--- config.mk ---
export PLATFORM = sky130hd
export DESIGN_NAME = trace_mem_ctrl
export DESIGN_NICKNAME = d
export VERILOG_FILES = /design/src/rtl/trace_mem_ctrl.sv
export SDC_FILE = /design/constraint.sdc
export NUM_CORES = 2
export LEC_CHECK = 0
export CAP_MARGIN = 40
export CORE_MARGIN = 2
export CORE_UTILIZATION = 45
export CTS_BUF_LIST = sky130_fd_sc_hd__clkbuf_16
export CTS_CLUSTER_DIAMETER = 150
export DETAILED_ROUTE_END_ITERATION = 10
export PLACE_DENSITY = 0.74
export RECOVER_POWER = 50
export SLEW_MARGIN = 20
export SYNTH_ARGS = -nofsm -noshare
export SYNTH_HDL_FRONTEND = slang
export SYNTH_SLANG_ARGS = --single-unit
--- constraint.sdc ---
create_clock -name FPGA_CLK_I -period 3.52 [get_ports FPGA_CLK_I]
set_input_delay 0.88 -clock FPGA_CLK_I [delete_from_list [all_inputs] [get_ports FPGA_CLK_I]]
set_output_delay 0.88 -clock FPGA_CLK_I [all_outputs]
set_load 0.005 [all_outputs]
--- src/rtl/trace_mem_ctrl.sv ---
// Trace buffer memory controller: ring store for the Tracer with
// trigger/post-trigger freeze in trace mode, plain FIFO in stream modes.
package trace_mem_pkg;
   typedef enum logic [1:0] {
      trace_mode    = 2'd0,
      w_stream_mode = 2'd1,
      r_stream_mode = 2'd2
   } trg_mode_t;
endpackage

module trace_mem_ctrl
   import trace_mem_pkg::*;
#(
   parameter int TRB_WIDTH = 32,
   parameter int TRB_DEPTH = 64,
   localparam int AW = $clog2(TRB_DEPTH),
   localparam int PW = $clog2(TRB_WIDTH),
   localparam int CW = AW + 1
) (
   input  logic                 FPGA_CLK_I,
   input  logic                 RST_I,
   input  trg_mode_t            MODE_I,
   input  logic [AW-1:0]        POST_WORDS_I,
   input  logic                 STORE_I,
   input  logic [TRB_WIDTH-1:0] DATA_I,
   output logic                 STORE_PERM_O,
   input  logic                 LOAD_REQUEST_I,
   output logic                 LOAD_GRANT_O,
   output logic [TRB_WIDTH-1:0] DATA_O,
   input  logic                 TRG_EVENT_I,
   input  logic [PW-1:0]        EVENT_POS_I,
   output logic                 TRG_DELAYED_O,
   output logic [AW-1:0]        TRG_ADDR_O,
   output logic [PW-1:0]        EVENT_POS_O,
   output logic [CW-1:0]        COUNT_O
);

   typedef enum logic [1:0] {
      ST_STREAM,
      ST_ARMED,
      ST_POST,
      ST_FROZEN
   } state_t;

   state_t state_q, state_d;

   logic [TRB_WIDTH-1:0] mem_q [TRB_DEPTH];
   logic [AW-1:0]        wr_ptr_q, rd_ptr_q;
   logic [CW-1:0]        count_q;
   logic [CW-1:0]        pc_q;
   logic                 grant_q;
   logic [TRB_WIDTH-1:0] data_q;
   logic [AW-1:0]        trg_addr_q;
   logic [PW-1:0]        evt_pos_q;
   logic                 trg_dly_q;

   logic          store_perm;
   logic          load_ok;
   logic          store_acc;
   logic          full;
   logic          overwrite;
   logic          inc;
   logic          grant_d;
   logic          trg_hit;
   logic          in_post;
   logic [CW-1:0] pc_d;
   logic          freeze;

   assign full      = (count_q == CW'(TRB_DEPTH));
   assign store_acc = STORE_I & store_perm;
   assign overwrite = store_acc & full;
   assign inc       = store_acc & ~full;
   assign grant_d   = LOAD_REQUEST_I & (count_q != '0)
                    & load_ok & ~grant_q;
   assign trg_hit   = (state_q == ST_ARMED) & TRG_EVENT_I;
   assign in_post   = (state_q == ST_POST);

   // The trigger cycle restarts pc, and a store in that same cycle is the trigger word
   assign pc_d   = (trg_hit ? '0 : pc_q) + CW'(store_acc);
   assign freeze = store_acc & (trg_hit | in_post)
                 & (pc_d == CW'(POST_WORDS_I) + CW'(1));

   always_ff @(posedge FPGA_CLK_I) begin
      if (!RST_I) begin
         state_q <= (MODE_I == trace_mode) ? ST_ARMED : ST_STREAM;
      end else begin
         state_q <= state_d;
      end
   end

   always_comb begin
      state_d = state_q;
      unique case (state_q)
         ST_ARMED: begin
            if (trg_hit) state_d = freeze ? ST_FROZEN : ST_POST;
         end
         ST_POST: begin
            if (freeze) state_d = ST_FROZEN;
         end
         default: ;
      endcase
   end

   always_comb begin
      store_perm = 1'b0;
      load_ok    = 1'b0;
      unique case (state_q)
         ST_STREAM: begin
            store_perm = ~full;
            load_ok    = 1'b1;
         end
         ST_ARMED,
         ST_POST: begin
            store_perm = 1'b1;
         end
         ST_FROZEN: begin
            load_ok = 1'b1;
         end
         default: ;
      endcase
   end

   always_ff @(posedge FPGA_CLK_I) begin
      if (store_acc) mem_q[wr_ptr_q] <= DATA_I;
   end

   always_ff @(posedge FPGA_CLK_I) begin
      if (!RST_I) begin
         wr_ptr_q   <= '0;
         rd_ptr_q   <= '0;
         count_q    <= '0;
         pc_q       <= '0;
         grant_q    <= 1'b0;
         data_q     <= '0;
         trg_addr_q <= '0;
         evt_pos_q  <= '0;
         trg_dly_q  <= 1'b0;
      end else begin
         grant_q <= grant_d;
         if (grant_d) data_q <= mem_q[rd_ptr_q];
         if (store_acc) wr_ptr_q <= wr_ptr_q + AW'(1);
         // Loads are never allowed while overwriting, so one increment suffices
         if (grant_d | overwrite) rd_ptr_q <= rd_ptr_q + AW'(1);
         case ({inc, grant_d})
            2'b10:   count_q <= count_q + CW'(1);
            2'b01:   count_q <= count_q - CW'(1);
            default: ;
         endcase
         if (trg_hit) begin
            trg_addr_q <= wr_ptr_q;
            evt_pos_q  <= EVENT_POS_I;
         end
         if (trg_hit | in_post) pc_q <= pc_d;
         if (freeze) trg_dly_q <= 1'b1;
      end
   end

   assign STORE_PERM_O  = store_perm;
   assign LOAD_GRANT_O  = grant_q;
   assign DATA_O        = data_q;
   assign TRG_DELAYED_O = trg_dly_q;
   assign TRG_ADDR_O    = trg_addr_q;
   assign EVENT_POS_O   = evt_pos_q;
   assign COUNT_O       = count_q;

endmodule

# After elaboration in Yosys (flattened, before gate mapping)

Memory sizes are Yosys's and may differ from the RTL's. A register that Yosys moved wholly into a read port is not among the register bits.
Index checks and enable logic that the tools add are counted.

Add/sub/neg operators: 6
Multiply operators: 0
Divide/modulo/power cells: 0
Order comparisons: 0
Eq/ne operators: 10
Shift operators: 0
Mux-type cells: 12
Bitwise operators: 13
Reduce and logical (&&, ||, !) cells: 8

Operators with widths:

| operator                                                            | count |
|---|---|
| 7-bit case mux with 2 select lines                                  | 1 |
| 6-bit by 1-bit adder with 6-bit output (second input constant)      | 2 |
| 1-bit AND                                                           | 9 |
| 6-bit by 1-bit adder with 7-bit output (second input constant)      | 1 |
| 7-bit by 1-bit adder with 7-bit output                              | 1 |
| 7-bit by 1-bit adder with 7-bit output (second input constant)      | 1 |
| 7-bit == test                                                       | 1 |
| 7-bit == test (second input constant)                               | 1 |
| 7-bit 2-to-1 mux                                                    | 1 |
| 7-bit nonzero test                                                  | 1 |
| 7-bit by 1-bit subtractor with 7-bit output (second input constant) | 1 |
| 2-bit == test (second input constant)                               | 3 |
| 2-bit 2-to-1 mux                                                    | 3 |
| 1-bit 2-to-1 mux                                                    | 5 |
| 2-bit by 1-bit == test with 1-bit output (second input constant)    | 2 |
| 2-bit logical NOT                                                   | 2 |
| 2-bit case mux with 2 select lines                                  | 1 |
| 2-bit OR reduction                                                  | 2 |
| 3-bit by 1-bit != test with 1-bit output (second input constant)    | 1 |
| 3-bit by 2-bit != test with 1-bit output (second input constant)    | 1 |
| 3-bit != test (second input constant)                               | 1 |
| 3-bit AND reduction                                                 | 1 |
| 1-bit inverter                                                      | 2 |
| 1-bit OR                                                            | 2 |
| 3 further kinds                                                     | 3 |

Register bits after elaboration: 41
Bits in latches: 0
Bits in writable memories: 2048
Memory bits (read-only): 0
Input port bits: 50
Output and inout bits: 53
Logic and storage cells: 59
Memories: 1

Memories:

| name  | depth | bits a word | rd ports | clocked after memory_dff | write ports | line | text |
|---|---|---|---|---|---|---|---|
| mem_q | 64    | 32          | 1        | 1                        | 1           | 47   | `logic [TRB_WIDTH-1:0] mem_q [TRB_DEPTH];` |

# Logic depth before layout (Yosys ltp)

Word-level depth: 11
Depth in mapped cells: 13
Mapped depth without buffers: 13

# Worst setup path before layout

OpenSTA, ideal clock, no wires.

Kind: input to register
From: in TRG_EVENT_I
To: reg state_q[0], enable pin
Setup time: 0.325 ns
Arrival: 3.485 ns
Required time: 3.195 ns
Setup slack: -0.290 ns
Cell stages on the path: 11
Path buffers: 2
Cell sequence: nand2_1 clkbuf_1 buf_1 and2_1 ha_1 and3_1 or3b_1 o22ai_1 a221oi_1 or4b_4 o31ai_2

Word-level cells in the longest chain between the ends: 7
Elaborated cells between the ends (all ways): 10
Those cells by class: add/sub (1); eq/ne (3); mux (1); bitwise (4); reduce/logical (1)

Ends and longest elaborated chain:

| what                                                      | line | text |
|---|---|---|
| start: declaration                                        | 30   | `input logic TRG_EVENT_I,` |
| 1-bit AND (*)                                             | 75   | `assign trg_hit = (state_q == ST_ARMED) & TRG_EVENT_I;` |
| 7-bit 2-to-1 mux                                          | 79   | `assign pc_d = (trg_hit ? '0 : pc_q) + CW'(store_acc);` |
| 7-bit by 1-bit adder with 7-bit output                    | 79   |  |
| 7-bit == test                                             | 81   | `& (pc_d == CW'(POST_WORDS_I) + CW'(1));` |
| 1-bit AND                                                 | 81   |  |
| 3-bit by 2-bit != test with 1-bit output (no source line) | -    |  |
| 3-bit AND reduction (no source line) (*)                  | -    |  |
| end signal: assignment                                    | 85   | `state_q <= (MODE_I == trace_mode) ? ST_ARMED : ST_STREAM;` |
| end signal: assignment                                    | 87   | `state_q <= state_d;` |
| end: declaration                                          | 45   | `state_t state_q, state_d;` |

Mark *: on every way between the ends. The rest lies on a longest branch, timed or not.
A chain may end at the register's enable or synchronous reset.

# Worst setup path in the final report

From: reg state_q[1]
To: reg state_q[1], enable pin

Word-level cells in the longest chain between the ends: 9
Elaborated cells between the ends (all ways): 17
Those cells by class: add/sub (1); eq/ne (6); mux (2); bitwise (5); reduce/logical (3)

Ends and longest elaborated chain:

| what                                                                             | line | text |
|---|---|---|
| 2-bit == test / 2-bit by 1-bit == test with 1-bit output (equally long branches) | -    |  |
| 2-bit OR reduction                                                               | 107  | `unique case (state_q)` |
| 1-bit case mux with 2 select lines                                               | 107  |  |
| 1-bit AND                                                                        | 70   | `assign store_acc = STORE_I & store_perm;` |
| 7-bit by 1-bit adder with 7-bit output                                           | 79   |  |
| 7-bit == test                                                                    | 81   |  |
| 1-bit AND                                                                        | 81   |  |
| 3-bit by 2-bit != test with 1-bit output (no source line)                        | -    |  |
| 3-bit AND reduction (no source line) (*)                                         | -    |  |

Marked as above.

==> results.json <==
{
  "outcome": "complete, but fails checks",
  "violations": "max-capacitance violations, max-slew violations",
  "routed-wl-met3_mm": 21.6,
  "cts_inserted_buffers": 202,
  "insertion_delay_ns": 0.85,
  "postRouteWirelength_mm": 209,
  "grt_pass1_vias": 42400,
  "met1Wirelength_mm": 77.7,
  "floorplan.initialDensity": 0.452,
  "largest_area_contributor_in_the_netlist": "edfxtp_1",
  "mappedNetlistArea_sq_mm": 0.0816,
  "synth-seq-area-share": 0.772,
  "placement.io_buffers": 102,
  "yosysWarningCount": 0,
  "grt_setup_unrepaired": "true",
  "critical_path.most_common_cell": "ha_4",
  "post-route-worst-setup-slack_ns": 0.0983,
  "maxUsedRoutingLayer": "met5",
  "critPathCaptureType": "flop",
  "timing.critical_path.slowest_cell_delay_ns": 0.57,
  "cts.root.buffer_cell": "clkbuf_16",
  "dp.final_hpwl_mm": 127,
  "setup_viol_count_final": 0,
  "timing_hold_violations_final": 0,
  "synthesis.area_per_instance_sq_um": 21.0,
  "layout_common_cells": "edfxtp_1, mux4_2, mux2i_1, clkbuf_16, nand2_1",
  "antenna_found_initial": 11,
  "design.final.nets": 4376,
  "route.detailed.drc": 0,
  "ys_top_cells_by_area": "edfxtp_1, mux4_2, mux2i_1, dfxtp_1, nand2_1",
  "timing.final.max_slew_violations": 1510,
  "cts.hold.buffers_added": 0,
  "gr_overflow_total": 0,
  "critical_path.max_fanout": 4,
  "clock_net_sink_count": 2121,
  "drt-vias-per-instance": 6.16,
  "min_period_ns": 3.42,
  "cts_htree_levels": 4,
  "cap_viol_max_count": 36,
  "detailed_routed_wire_length_on_met2_mm": 103,
  "boundaryPins": 103,
  "post-synth-top-area-fraction": 0.755,
  "critPathRequiredTime_ns": 4.06,
  "layout-drive-gt1-share": 0.258,
  "area.growth.synth_to_final_pct": 17.3,
  "ys.flop_type": "edfxtp_1",
  "detail_route.first_pass.iterations": 5,
  "final_core_util": 0.531,
  "async_reset_ff_frac": 0,
  "p_per_area_mw_per_mm2": 599,
  "timing.critical_path.slowest_stage_cell": "or4b_4",
  "maxSlewHeadroom": -1.20,
  "setup_slack_reg_to_reg_ns": 0.1,
  "period_share": 0.972,
  "total_leakage_power_nw": 29.5,
  "worstMarginPinSlew_ns": 3.30,
  "final_common_cell": "edfxtp_1",
  "dieWidth_microns": 430,
  "post-place-ws_ns": -0.534,
  "wire_length_of_the_first_global_routing_pass_mm": 301,
  "placeableCoreArea_sq_mm": 0.180,
  "cts.reportedPaths.clkPinSlew_ns": 0.06,
  "gr-usage-all-layers": 0.225,
  "timing.critical_path.cells": "inv_2, ha_4, buf_6, nand4b_1, nand2_4, nor2_4, ha_4, xnor2_2, xor2_1, or4_1, or4b_4, o31ai_4",
  "clock_tree_skew_after_final_layout_ns": 0.0564,
  "peakVddDrop_v": 0.000507,
  "detail_route.iter0.violations": 5969,
  "gp_congestion": 0.853,
  "hold_path_class": "primary input to flop",
  "critPathLaunchType": "flop",
  "dieArea_sq_mm": 0.185,
  "synth_edf_count": 2050,
  "timing.critical_path.arrival_ns": 3.97,
  "fmax_mhz": 292,
  "yosys_register_bits": 2121,
  "worstSetupPathType": "flop to flop",
  "synthesis.nets": 3957,
  "tritoncts_clock_tree": "built",
  "num_rows": 156,
  "post-layout-total-power_mw": 57.4,
  "wl_per_cell_microns": 30.5,
  "grt_start_max_net_pins": 65,
  "post_synthesis_cell_count": 3892,
  "max-clock-path-buffers": 3,
  "ant_nets": 0,
  "dr_total_vias": 42200,
  "yosysUniqueCellTypes": 61,
  "die_h_microns": 430
}
[cells in the mapped netlist (all sizes together) (3+ instances only)]
cell	count
edfxtp	2050
mux4	452
mux2i	247
nand2	194
buf	140
nor2	106
a21oi	86
clkbuf	78
dfxtp	71
nand3	53
o22ai	51
o21ai	49
o221ai	43
a32oi	29
o211ai	29
a211oi	27
a211o	16
nand4	15
xor2	15
ha	14
inv	12
a22oi	11
and2	11
xnor2	11
mux2	9
and3	7
nor3	7
nand3b	6
nor2b	5
nand2b	4
nor4	4
a21o	3
a221oi	3
nand4b	3
o21a	3
o311ai	3
o31ai	3
or2	3
or3b	3
or4	3
[metrics by stage]
step / TNS, ns / instances / cell area, sq um / hold WS, ns
finish: 0 / 6857 / 95700 / 0.370
global route: -0.0526 / 6856 / 95700 / 0.327
CTS: 0 / 6848 / 96100 / 0.392
detailed placement: -1.99 / 6470 / 89200 / 0.450
global placement: -2.12 / 6452 / 88800 / 0.447
floorplan: -194.26 / 3892 / 81600 / 0.448
[layout make-up]
class / count / area, sq um
well taps: 2370 / 2970
multi-input cells: 1541 / 18100
inverters: 12 / 48.8
diodes: 2 / 5.00
flip-flops and latches: 2121 / 63000
clock inverters: 172 / 1720
clock buffers: 206 / 5150
fillers: 13400 / 84600
repair buffers: 433 / 4710
[kinds of logic (layout without fill, tap and decap cells)]
group,after synthesis,after routing,synth area share
AOI/OAI and AO/OA,363,363,0.0302
xor gates and xnor gates,26,26,0.00279
adders and majority gates,15,15,0.00239
buffers and inverters,230,823,0.0129
DFF,2121,2121,0.772
muxes,708,708,0.156
other,0,2,0
and+or+nand+nor,429,429,0.0234
[sequential cells by signal, summed over array words and instances, names as in the netlist]
signal / count
mem_q: 2048
DATA_O: 32
COUNT_O: 7
pc_q: 7
TRG_ADDR_O: 6
rd_ptr_q: 6
wr_ptr_q: 6
EVENT_POS_O: 5
state_q: 2
LOAD_GRANT_O: 1
TRG_DELAYED_O: 1
[worst max-delay path, delay by kind of cell (launching register included)]
| kind | cells | cell delay [ns] |
|---|---|---|
| and+or+nand+nor | 5 | 1.51 |
| adders and majority gates | 2 | 0.38 |
| buffers and inverters | 2 | 0.22 |
| DFF | 1 | 0.41 |
| xor gates and xnor gates | 2 | 0.29 |
| AOI/OAI and AO/OA | 1 | 0.30 |
[report_power, final]
group	internal, mW	switching [mW]	leakage [nW]
combinational	3.57	3.52	7.02
clock	12.7	9.51	3.49
sequential	27.8	0.239	19.0
[routing by layer]
layer / GRT usage / up-vias
li1: - / 17100
met1: 0.306 / 22200
met2: 0.367 / 2545
met3: 0.0450 / 368
met4: 0.0743 / 4
met5: 0 / -
[worst paths after layout]
check                                    start              to  cells after the start
worst max-delay path                state_q[1]      state_q[1]                     12
worst min-delay path                DATA_I[28]   mem_q[16][28]                      1
worst max register to register      state_q[1]      state_q[1]                     12
worst min register to register  EVENT_POS_O[1]  EVENT_POS_O[1]                      2
[timing repair]
action	CTS	global route
resized for setup	0	14
endpoints found under the setup margin	2	4
pin swaps	1	10
setup buffers	0	4
gates cloned	0	0
Power figures use the tool's default switching activity.
